$ cat config.mk
export PLATFORM = sky130hd
export DESIGN_NAME = eye_bbox_measure
export DESIGN_NICKNAME = d
export VERILOG_FILES = /design/src/rtl/eye_bbox_measure_pkg.sv /design/src/rtl/eye_bbox_measure_acc.sv /design/src/rtl/eye_bbox_measure.sv
export SDC_FILE = /design/constraint.sdc
export NUM_CORES = 1
export LEC_CHECK = 0
export ABC_AREA = 1
export CELL_PAD_IN_SITES_DETAIL_PLACEMENT = 1
export CELL_PAD_IN_SITES_GLOBAL_PLACEMENT = 2
export CORE_MARGIN = 8
export CORE_UTILIZATION = 40
export CTS_BUF_LIST = sky130_fd_sc_hd__clkbuf_4
export DETAILED_ROUTE_END_ITERATION = 10
export PLACE_DENSITY_LB_ADDON = 0.1
export SYNTH_ARGS = -nofsm -noshare
export SYNTH_HDL_FRONTEND = slang
export SYNTH_SLANG_ARGS = --single-unit
export TNS_END_PERCENT = 10
$ cat constraint.sdc
create_clock -name module_clk -period 4.3 [get_ports module_clk]
set_input_delay 0.645 -clock module_clk [delete_from_list [all_inputs] [get_ports module_clk]]
set_output_delay 0.645 -clock module_clk [all_outputs]
set_load 0.005 [all_outputs]
$ cat src/rtl/eye_bbox_measure_pkg.sv
// Shared frame geometry, eye ROI defaults and the common types used by the
// eye-tracking blocks.
package eye_bbox_measure_pkg;

    localparam int COORD_W = 11;
    localparam int CNT_W   = 11;

    // Default 800x480 panel with the two eye windows side by side
    localparam int H_ACT_DEF   = 800;
    localparam int V_ACT_DEF   = 480;
    localparam int ROI1_X0_DEF = 100;
    localparam int ROI1_X1_DEF = 399;
    localparam int ROI2_X0_DEF = 400;
    localparam int ROI2_X1_DEF = 699;
    localparam int ROI_Y0_DEF  = 100;
    localparam int ROI_Y1_DEF  = 379;
    localparam int MIN_PIX_DEF = 16;

    localparam logic [COORD_W-1:0] COORD_MIN_INIT = 11'h7FF;
    localparam logic [COORD_W-1:0] COORD_MAX_INIT = 11'h000;
    localparam logic [CNT_W-1:0]   CNT_SAT        = 11'h7FF;

    typedef enum logic [1:0] {
        WAIT_SOF = 2'd0,
        ACCUM    = 2'd1,
        LATCH    = 2'd2
    } meas_state_e;

    typedef struct packed {
        logic [COORD_W-1:0] x_min;
        logic [COORD_W-1:0] x_max;
        logic [COORD_W-1:0] y_min;
        logic [COORD_W-1:0] y_max;
        logic [CNT_W-1:0]   cnt;
    } bbox_acc_t;

    // Empty box: min above any coordinate, max below, so the first hit sets both
    localparam bbox_acc_t ACC_INIT = '{
        x_min: COORD_MIN_INIT,
        x_max: COORD_MAX_INIT,
        y_min: COORD_MIN_INIT,
        y_max: COORD_MAX_INIT,
        cnt:   '0
    };

endpackage

$ cat src/rtl/eye_bbox_measure_acc.sv
// Per-eye bounding-box accumulator: tracks min/max x/y and a saturating count
// of dark pixels falling inside one rectangular ROI.
module eye_bbox_acc
    import eye_bbox_measure_pkg::*;
#(
    parameter int X0 = ROI1_X0_DEF,
    parameter int X1 = ROI1_X1_DEF,
    parameter int Y0 = ROI_Y0_DEF,
    parameter int Y1 = ROI_Y1_DEF
)
(
    input  logic               module_clk,
    input  logic               module_rst_n,
    input  logic               acc_clr,
    input  logic               acc_en,
    input  logic [COORD_W-1:0] xpos,
    input  logic [COORD_W-1:0] ypos,
    input  logic               eye_pix,
    output bbox_acc_t          acc
);

    function automatic logic [CNT_W-1:0] sat_inc(input logic [CNT_W-1:0] c);
        return (c == CNT_SAT) ? c : c + 1'b1;
    endfunction

    logic      in_roi;
    logic      hit;
    bbox_acc_t base;
    bbox_acc_t acc_nxt;

    assign in_roi = (xpos >= COORD_W'(X0)) && (xpos <= COORD_W'(X1)) &&
                    (ypos >= COORD_W'(Y0)) && (ypos <= COORD_W'(Y1));
    assign hit    = acc_en && eye_pix && in_roi;

    // A clear folds in the current pixel so a frame start is never lost
    always_comb begin
        base    = acc_clr ? ACC_INIT : acc;
        acc_nxt = base;
        if (hit) begin
            if (xpos < base.x_min) acc_nxt.x_min = xpos;
            if (xpos > base.x_max) acc_nxt.x_max = xpos;
            if (ypos < base.y_min) acc_nxt.y_min = ypos;
            if (ypos > base.y_max) acc_nxt.y_max = ypos;
            acc_nxt.cnt = sat_inc(base.cnt);
        end
    end

    always_ff @(posedge module_clk or negedge module_rst_n) begin
        if (!module_rst_n) begin
            acc <= ACC_INIT;
        end else if (acc_clr || hit) begin
            acc <= acc_nxt;
        end
    end

endmodule

$ cat src/rtl/eye_bbox_measure.sv
// Measures the dark-pixel bounding box of two eye ROIs over each full frame and
// presents the previous frame's height/width, pulsing frame_done on update.
module eye_bbox_measure
    import eye_bbox_measure_pkg::*;
#(
    parameter int H_ACT   = H_ACT_DEF,
    parameter int V_ACT   = V_ACT_DEF,
    parameter int ROI1_X0 = ROI1_X0_DEF,
    parameter int ROI1_X1 = ROI1_X1_DEF,
    parameter int ROI2_X0 = ROI2_X0_DEF,
    parameter int ROI2_X1 = ROI2_X1_DEF,
    parameter int ROI_Y0  = ROI_Y0_DEF,
    parameter int ROI_Y1  = ROI_Y1_DEF,
    parameter int MIN_PIX = MIN_PIX_DEF
)
(
    input  logic               module_clk,
    input  logic               module_rst_n,
    input  logic [COORD_W-1:0] lcd_pixel_xpos,
    input  logic [COORD_W-1:0] lcd_pixel_ypos,
    input  logic               eye_pix,
    output logic [COORD_W-1:0] eye1_high,
    output logic [COORD_W-1:0] eye1_Wide,
    output logic [COORD_W-1:0] eye2_high,
    output logic [COORD_W-1:0] eye2_Wide,
    output logic               frame_done
);

    localparam logic [CNT_W-1:0] MIN_CNT = CNT_W'(MIN_PIX);

    // Empty or too sparse boxes report zero size
    function automatic logic [COORD_W-1:0] box_len(
        input logic [COORD_W-1:0] lo,
        input logic [COORD_W-1:0] hi,
        input logic [CNT_W-1:0]   cnt
    );
        if ((cnt != '0) && (cnt >= MIN_CNT)) return hi - lo + 1'b1;
        return '0;
    endfunction

    meas_state_e state_q;
    meas_state_e state_d;
    logic        pix_act;
    logic        sof;
    logic        eof;
    logic        acc_clr;
    logic        acc_en;
    logic        latch_en;
    bbox_acc_t   acc1;
    bbox_acc_t   acc2;

    assign pix_act = (lcd_pixel_xpos != '0) && (lcd_pixel_xpos <= COORD_W'(H_ACT)) &&
                     (lcd_pixel_ypos != '0) && (lcd_pixel_ypos <= COORD_W'(V_ACT));
    assign sof     = (lcd_pixel_xpos == COORD_W'(1)) && (lcd_pixel_ypos == COORD_W'(1));
    assign eof     = (lcd_pixel_xpos == COORD_W'(H_ACT)) && (lcd_pixel_ypos == COORD_W'(V_ACT));

    always_ff @(posedge module_clk or negedge module_rst_n) begin
        if (!module_rst_n) begin
            state_q <= WAIT_SOF;
        end else begin
            state_q <= state_d;
        end
    end

    always_comb begin
        state_d = state_q;
        case (state_q)
            WAIT_SOF: if (sof) state_d = ACCUM;
            ACCUM:    if (eof) state_d = LATCH;
            LATCH:    state_d = ACCUM;
            default:  state_d = WAIT_SOF;
        endcase
    end

    // A start of frame seen while accumulating means the frame was cut short;
    // the partial data is dropped and the outputs are left alone.
    always_comb begin
        acc_clr  = 1'b0;
        acc_en   = 1'b0;
        latch_en = 1'b0;
        case (state_q)
            WAIT_SOF: begin
                acc_clr = sof;
                acc_en  = pix_act && sof;
            end
            ACCUM: begin
                acc_clr = sof;
                acc_en  = pix_act;
            end
            LATCH: begin
                acc_clr  = 1'b1;
                acc_en   = pix_act;
                latch_en = 1'b1;
            end
            default: ;
        endcase
    end

    eye_bbox_acc #(
        .X0 (ROI1_X0),
        .X1 (ROI1_X1),
        .Y0 (ROI_Y0),
        .Y1 (ROI_Y1)
    ) u_eye1_acc (
        .module_clk   (module_clk),
        .module_rst_n (module_rst_n),
        .acc_clr      (acc_clr),
        .acc_en       (acc_en),
        .xpos         (lcd_pixel_xpos),
        .ypos         (lcd_pixel_ypos),
        .eye_pix      (eye_pix),
        .acc          (acc1)
    );

    eye_bbox_acc #(
        .X0 (ROI2_X0),
        .X1 (ROI2_X1),
        .Y0 (ROI_Y0),
        .Y1 (ROI_Y1)
    ) u_eye2_acc (
        .module_clk   (module_clk),
        .module_rst_n (module_rst_n),
        .acc_clr      (acc_clr),
        .acc_en       (acc_en),
        .xpos         (lcd_pixel_xpos),
        .ypos         (lcd_pixel_ypos),
        .eye_pix      (eye_pix),
        .acc          (acc2)
    );

    // Outputs and frame_done update together on the edge closing the LATCH cycle
    always_ff @(posedge module_clk or negedge module_rst_n) begin
        if (!module_rst_n) begin
            eye1_high  <= '0;
            eye1_Wide  <= '0;
            eye2_high  <= '0;
            eye2_Wide  <= '0;
            frame_done <= 1'b0;
        end else begin
            frame_done <= latch_en;
            if (latch_en) begin
                eye1_high <= box_len(acc1.y_min, acc1.y_max, acc1.cnt);
                eye1_Wide <= box_len(acc1.x_min, acc1.x_max, acc1.cnt);
                eye2_high <= box_len(acc2.y_min, acc2.y_max, acc2.cnt);
                eye2_Wide <= box_len(acc2.x_min, acc2.x_max, acc2.cnt);
            end
        end
    end

endmodule

## Word level (Yosys, flattened, before mapping)

Index checks and enable logic that the tools add are counted.

- Add/sub/neg operators: 10
- Magnitude comparators: 18
- Equal/unequal tests: 10
- Muxes and demuxes: 32
- Reduce and logical (&&, ||, !) cells: 27

Operator list:

| operator | count |
|---|---|
| $mux 55 | 4 |
| $mux 11 | 18 |
| $add 11x1->11 const B | 6 |
| $gt 11x11->1 | 4 |
| $lt 11x11->1 | 4 |
| $reduce_bool 11->1 | 4 |
| $sub 11x11->11 | 4 |
| $le 11x9->1 const B | 3 |
| $eq 11x1->1 const B | 2 |
| $eq 11x11->1 const B | 2 |
| $ge 11x5->1 const B | 2 |
| $ge 11x7->1 const B | 2 |
| $le 11x10->1 const B | 2 |
| $logic_and 1x1->1 | 17 |
| $eq 11x10->1 const B | 1 |
| $eq 11x9->1 const B | 1 |
| $ge 11x9->1 const B | 1 |
| $pmux 2 s3 | 1 |
| $mux 1 | 5 |
| $mux 2 | 2 |
| $ne 2x2->1 const B | 2 |
| $pmux 1 s2 | 2 |
| $reduce_or 2->1 | 2 |
| $eq 2x1->1 const B | 1 |
| 4 further kinds | 5 |

- Bits in registers: 157
- Input bits: 25
- Output and inout bits: 45

## Logic depth before layout (Yosys ltp)

- Depth after elaboration: 9
- Depth in mapped cells: 22

## Cells and area by module

Synthesis repeated with hierarchy kept, for this count alone.

- Cell total of the unflattened synthesis: 1774
- Area total of the unflattened synthesis: 12428.2 um^2

Modules (own cells, without submodules):

| module | times used | cells an instance | area an instance (um^2) | sequential area each (um^2) |
|---|---|---|---|---|
| eye_bbox_measure | 1 | 727 | 4738.3 | 1176.1 |
| eye_bbox_acc (u_eye1_acc) | 1 | 532 | 3877.5 | 1403.8 |
| eye_bbox_acc (u_eye2_acc) | 1 | 515 | 3812.4 | 1403.8 |

## Worst setup path before layout

No wires, ideal clock.

- Kind: in2reg
- From: input port lcd_pixel_ypos[2]
- To: register u_eye2_acc.acc[22] in the netlist's numbering
- Arrival time: 3126 ps
- Required time: 4242 ps
- Path slack: 1116 ps
- Cell stages on the path: 17
- Buffers on the path: 3
- Path through: nor2_1 -> nand2_1 -> nor2_1 -> nand4_4 -> nand2_2 -> buf_6 -> buf_4 -> buf_4 -> nor2_1 -> ha_1 -> a21oi_1 -> o21ai_0 -> a21oi_1 -> nand3_4 -> nand2_1 -> nand2_1 -> inv_1

- Cells in the longest elaborated chain, start to end: 8

Ends and longest elaborated chain:

| element | line | text |
|---|---|---|
| start, declared | eye_bbox_measure.sv:20 | `input logic [COORD_W-1:0] lcd_pixel_ypos,` |
| parallel branches: the longest is 8 deep, another holds $lt 11x11->1 | n/a |  |
| end signal, assigned | eye_bbox_measure_acc.sv:52 | `acc <= acc_nxt;` |
| end, declared | eye_bbox_measure_acc.sv:19 | `output bbox_acc_t acc` |

Parallel ways; which one is timed is not known.
A chain may end at the register's enable or synchronous reset.

## Worst setup path in the final report

- From: input port lcd_pixel_ypos[9]
- To: register u_eye1_acc.acc[23] in the netlist's numbering

- Cells in the longest elaborated chain, start to end: 8

Ends and longest elaborated chain:

| element | line |
|---|---|
| parallel branches: the longest is 8 deep, another holds $lt 11x11->1 | n/a |
| end signal, assigned | eye_bbox_measure_acc.sv:52 |
| end, declared | eye_bbox_measure_acc.sv:19 |

Parallel ways; which one is timed is not known.

==> key figures <==
Logic synthesis
  • Synth Instances: 1666
  • #FFs+latches synth: 157
  • EDFF count, synth: 0
  • Dominant cells by area after synthesis: dfrtp_1 (23%), ha_1 (17%), nand2_1 (12%)
  • Warnings from Yosys: 0
  • Register area share after synthesis: 0.323
  • Post-synth top area share: 0.229
  • Syn avg cell area: 7.40 µm²
  • Synth unique cells: 47
  • Synth top cells by count: nand2_1 (409), inv_1 (245), ha_1 (166)
  • Ys async rst share: 1.00
  • Synth Cell Area: 12300 µm²
  • Primary FF master, synth: dfrtp_1
  • Net Count, Synth: 1861
  • Post-synth top area cell: dfrtp_1
  • Most instantiated library cell after synthesis: nand2_1

STA
  • Post-route minimum period: 3.74 ns
  • Period utilization: 0.870
  • Final Skew: 0.0385 ns
  • Final setup TNS: 0 ns
  • Final Max Tran Viols: 0
  • Slew HR: 0.345
  • Setup violators final: 0
  • Fin. Hold Viols: 0
  • Fmax: 0.267 GHz
  • Actual slew at the worst max-slew pin: 0.983 ns
  • RSZ-0062 raised after global routing: false

GRT
  • Initial antenna violation count: 2
  • Vias in the first global route: 11800
  • Total grt overflow: 0
  • Pin count of the biggest net entering global routing: 102
  • Tot GR Track Use: 0.232
  • First-pass GRT wire length: 66000 µm

CTS
  • CTS buffer count: 17
  • Postcts setup bufs: 0
  • Clk sink count: 157
  • Post-cts resize count: 0
  • Clock-pin transition on the worst setup and hold timing paths: 0.14 ns
  • Htree depth: 4
  • CTS root buf: clkbuf_4
  • Worst-Skew Late Latency: 0.63 ns
  • CTS tree: done
  • Clock buffer depth: 2
  • Hold-fix buffers, CTS: 0

Finish
  • # fillers: 3919
  • Layout cell share with drive strength beyond 1: 0.0930
  • Multi-input gate area: 7140 µm²
  • Final Net Count: 1956
  • Post-route core utilization: 0.458
  • Reg area: 3980 µm²
  • Layout overhead on the synthesized area: 13.0%

Worst setup path
  • Data required time of the critical path: 4.86 ns
  • Worst setup EP type: flip-flop
  • Buf+Inv Stages, Crit Path: 4
  • Crit Path Max Fanout: 29
  • Slowest CP cell: clkdlybuf4s50_1
  • Crit Path Class: input port to flip-flop
  • CP arrival: 4.30 ns
  • Biggest cell delay along the critical path: 0.42 ns
  • Startpoint types: input port
  • Most used cell, CP: nand2_1
  • Cell Chain, Critical Path: clkdlybuf4s50_1 -> nor2_1 -> nand2_1 -> nor2_4 -> nand4_4 -> nand2_4 -> buf_12 -> buf_4 -> nor2_1 -> ha_1 -> nand2_1 -> o21ai_0 -> a22oi_1 -> nand4_1 -> nor2_4 -> nand2_4 -> nand2_1 -> nand2_1 -> inv_1
  • Largest delay contributor family on the critical path: simple AND/OR/NAND/NOR gates

Floorplanning
  • Initial Utilization: 0.405
  • DIE AREA: 36700 µm²
  • Core area: 30400 µm²
  • Rows: 64
  • Die span in x: 192 µm
  • DIE HEIGHT: 192 µm
  • I/O pin count: 70

Routing
  • DR vias/cell: 5.26
  • Post-DRT Antenna Nets: 0
  • Final wirelength: 40800 µm
  • Wire length per cell: 18.8 µm
  • Number of remaining DRC errors: 0
  • Vias: 11400
  • Initial drt markers: 595
  • First-pass detailed-route iteration total: 4

Place
  • IO buf count: 69
  • GPL Wtd Cong: 0.864
  • Dpl hpwl: 31400 µm

Power
  • Leakage: 7.29 nW
  • Power Density: 241 nW/µm²
  • Max rail drop VDD: 0.164 mV

Hold path
  • Hold Crit Class: input port to asynchronous set/reset pin

Flow run
  • Max_cap viols: 0

Run status
  • Status: finished, final reports clean
==> layout make-up <==
cell class                      instances  area share
Antenna cell                            1    0.000180
Clock buffer                           19      0.0102
Clock inverter                         13     0.00719
Inverter                              257      0.0695
Multi-Input combinational cell       1212       0.513
Sequential cell                       157       0.286
Tap cell                              396      0.0356
Timing Repair Buffer                  116      0.0786
==> where the power goes <==
| part | internal (mW) | total (mW) | leakage (nW) | switching, mW |
|---|---|---|---|---|
| logic | 0.268 | 0.946 | 5.13 | 0.677 |
| clock network | 0.289 | 0.892 | 0.119 | 0.603 |
| registers | 1.50 | 1.52 | 2.04 | 0.0145 |
| total | 2.06 | 3.36 | 7.29 | 1.30 |
==> cell usage in the layout, fill, tap and decap left out, types with 7 or more instances in the layout <==
master / count
buf_4: 43
nand4_1: 51
o21ai_1: 45
clkbuf_4: 19
nand2_2: 7
dfstp_2: 44
nand2_1: 409
inv_1: 245
o2111ai_1: 8
inv_2: 8
o21ai_0: 88
dfrtp_1: 113
clkinv_1: 8
nand3_1: 87
nor2_1: 159
a22o_1: 16
nor3_1: 13
ha_1: 166
clkdlybuf4s50_1: 68
a21oi_1: 85
a32o_1: 8
xor2_1: 7
==> registers in the layout, indices dropped and copies added (netlist names) <==
name and flops:
u_eye2_acc.acc 55, state_q 2, u_eye1_acc.acc 55, eye2_high 11
eye1_Wide 11, eye1_high 11, eye2_Wide 11, frame_done 1
==> cells by family after synthesis <==
| family | share of synthesized area |
|---|---|
| AO/OA/AOI/OAI | 0.121 |
| buffers and inverters | 0.0981 |
| flip-flops | 0.323 |
| adder cells (fa/ha/maj) | 0.175 |
| XOR/XNOR | 0.00924 |
| AND/OR/NAND/NOR | 0.274 |
==> worst paths after layout <==
| kind | from | to | slack [ns] | depth (start not counted) |
|---|---|---|---|---|
| min in group module_clk | eye1_high[9] | eye1_high[9] | 0.49 | 2 |
| min | module_rst_n | u_eye2_acc.acc[42] | 0.12 | 1 |
| max | lcd_pixel_ypos[9] | u_eye1_acc.acc[23] | 0.56 | 19 |
| min reg2reg | eye1_high[9] | eye1_high[9] | 0.49 | 2 |
| max in group asynchronous | module_rst_n | u_eye1_acc.acc[29] | 3.28 | 2 |
| max reg2reg | state_q[1] | u_eye1_acc.acc[23] | 1.14 | 16 |
==> through the flow <==
stage / hold WS, ns / power (mW) / std cells / instance area (µm²) / setup WS, ns
6_report: 0.116 / 3.36 / 2171 / 13900 / 0.560
5_1_grt: 0.152 / 3.54 / 2171 / 13900 / 0.449
4_1_cts: 0.120 / 3.40 / 2170 / 13900 / 0.594
3_5_place_dp: 0.467 / 2.49 / 2138 / 13700 / -0.0836
3_3_place_gp: 0.461 / 2.48 / 2138 / 13700 / 0.0356
2_1_floorplan: 0.349 / 2.09 / 1666 / 12300 / 1.12
==> layer usage <==
| metal | share of wire | global-route usage | wire length (µm) | up-vias |
|---|---|---|---|---|
| li1 | - | - | - | 5672 |
| met1 | 0.52 | 0.344 | 21100 | 5494 |
| met2 | 0.42 | 0.343 | 17100 | 221 |
| met3 | 0.046 | 0.0374 | 1880 | 39 |
| met4 | 0.017 | 0.0616 | 702 | 0 |
| met5 | 0 | 0 | 0 | - |
Note: power is estimated with default switching activity, not from simulation.
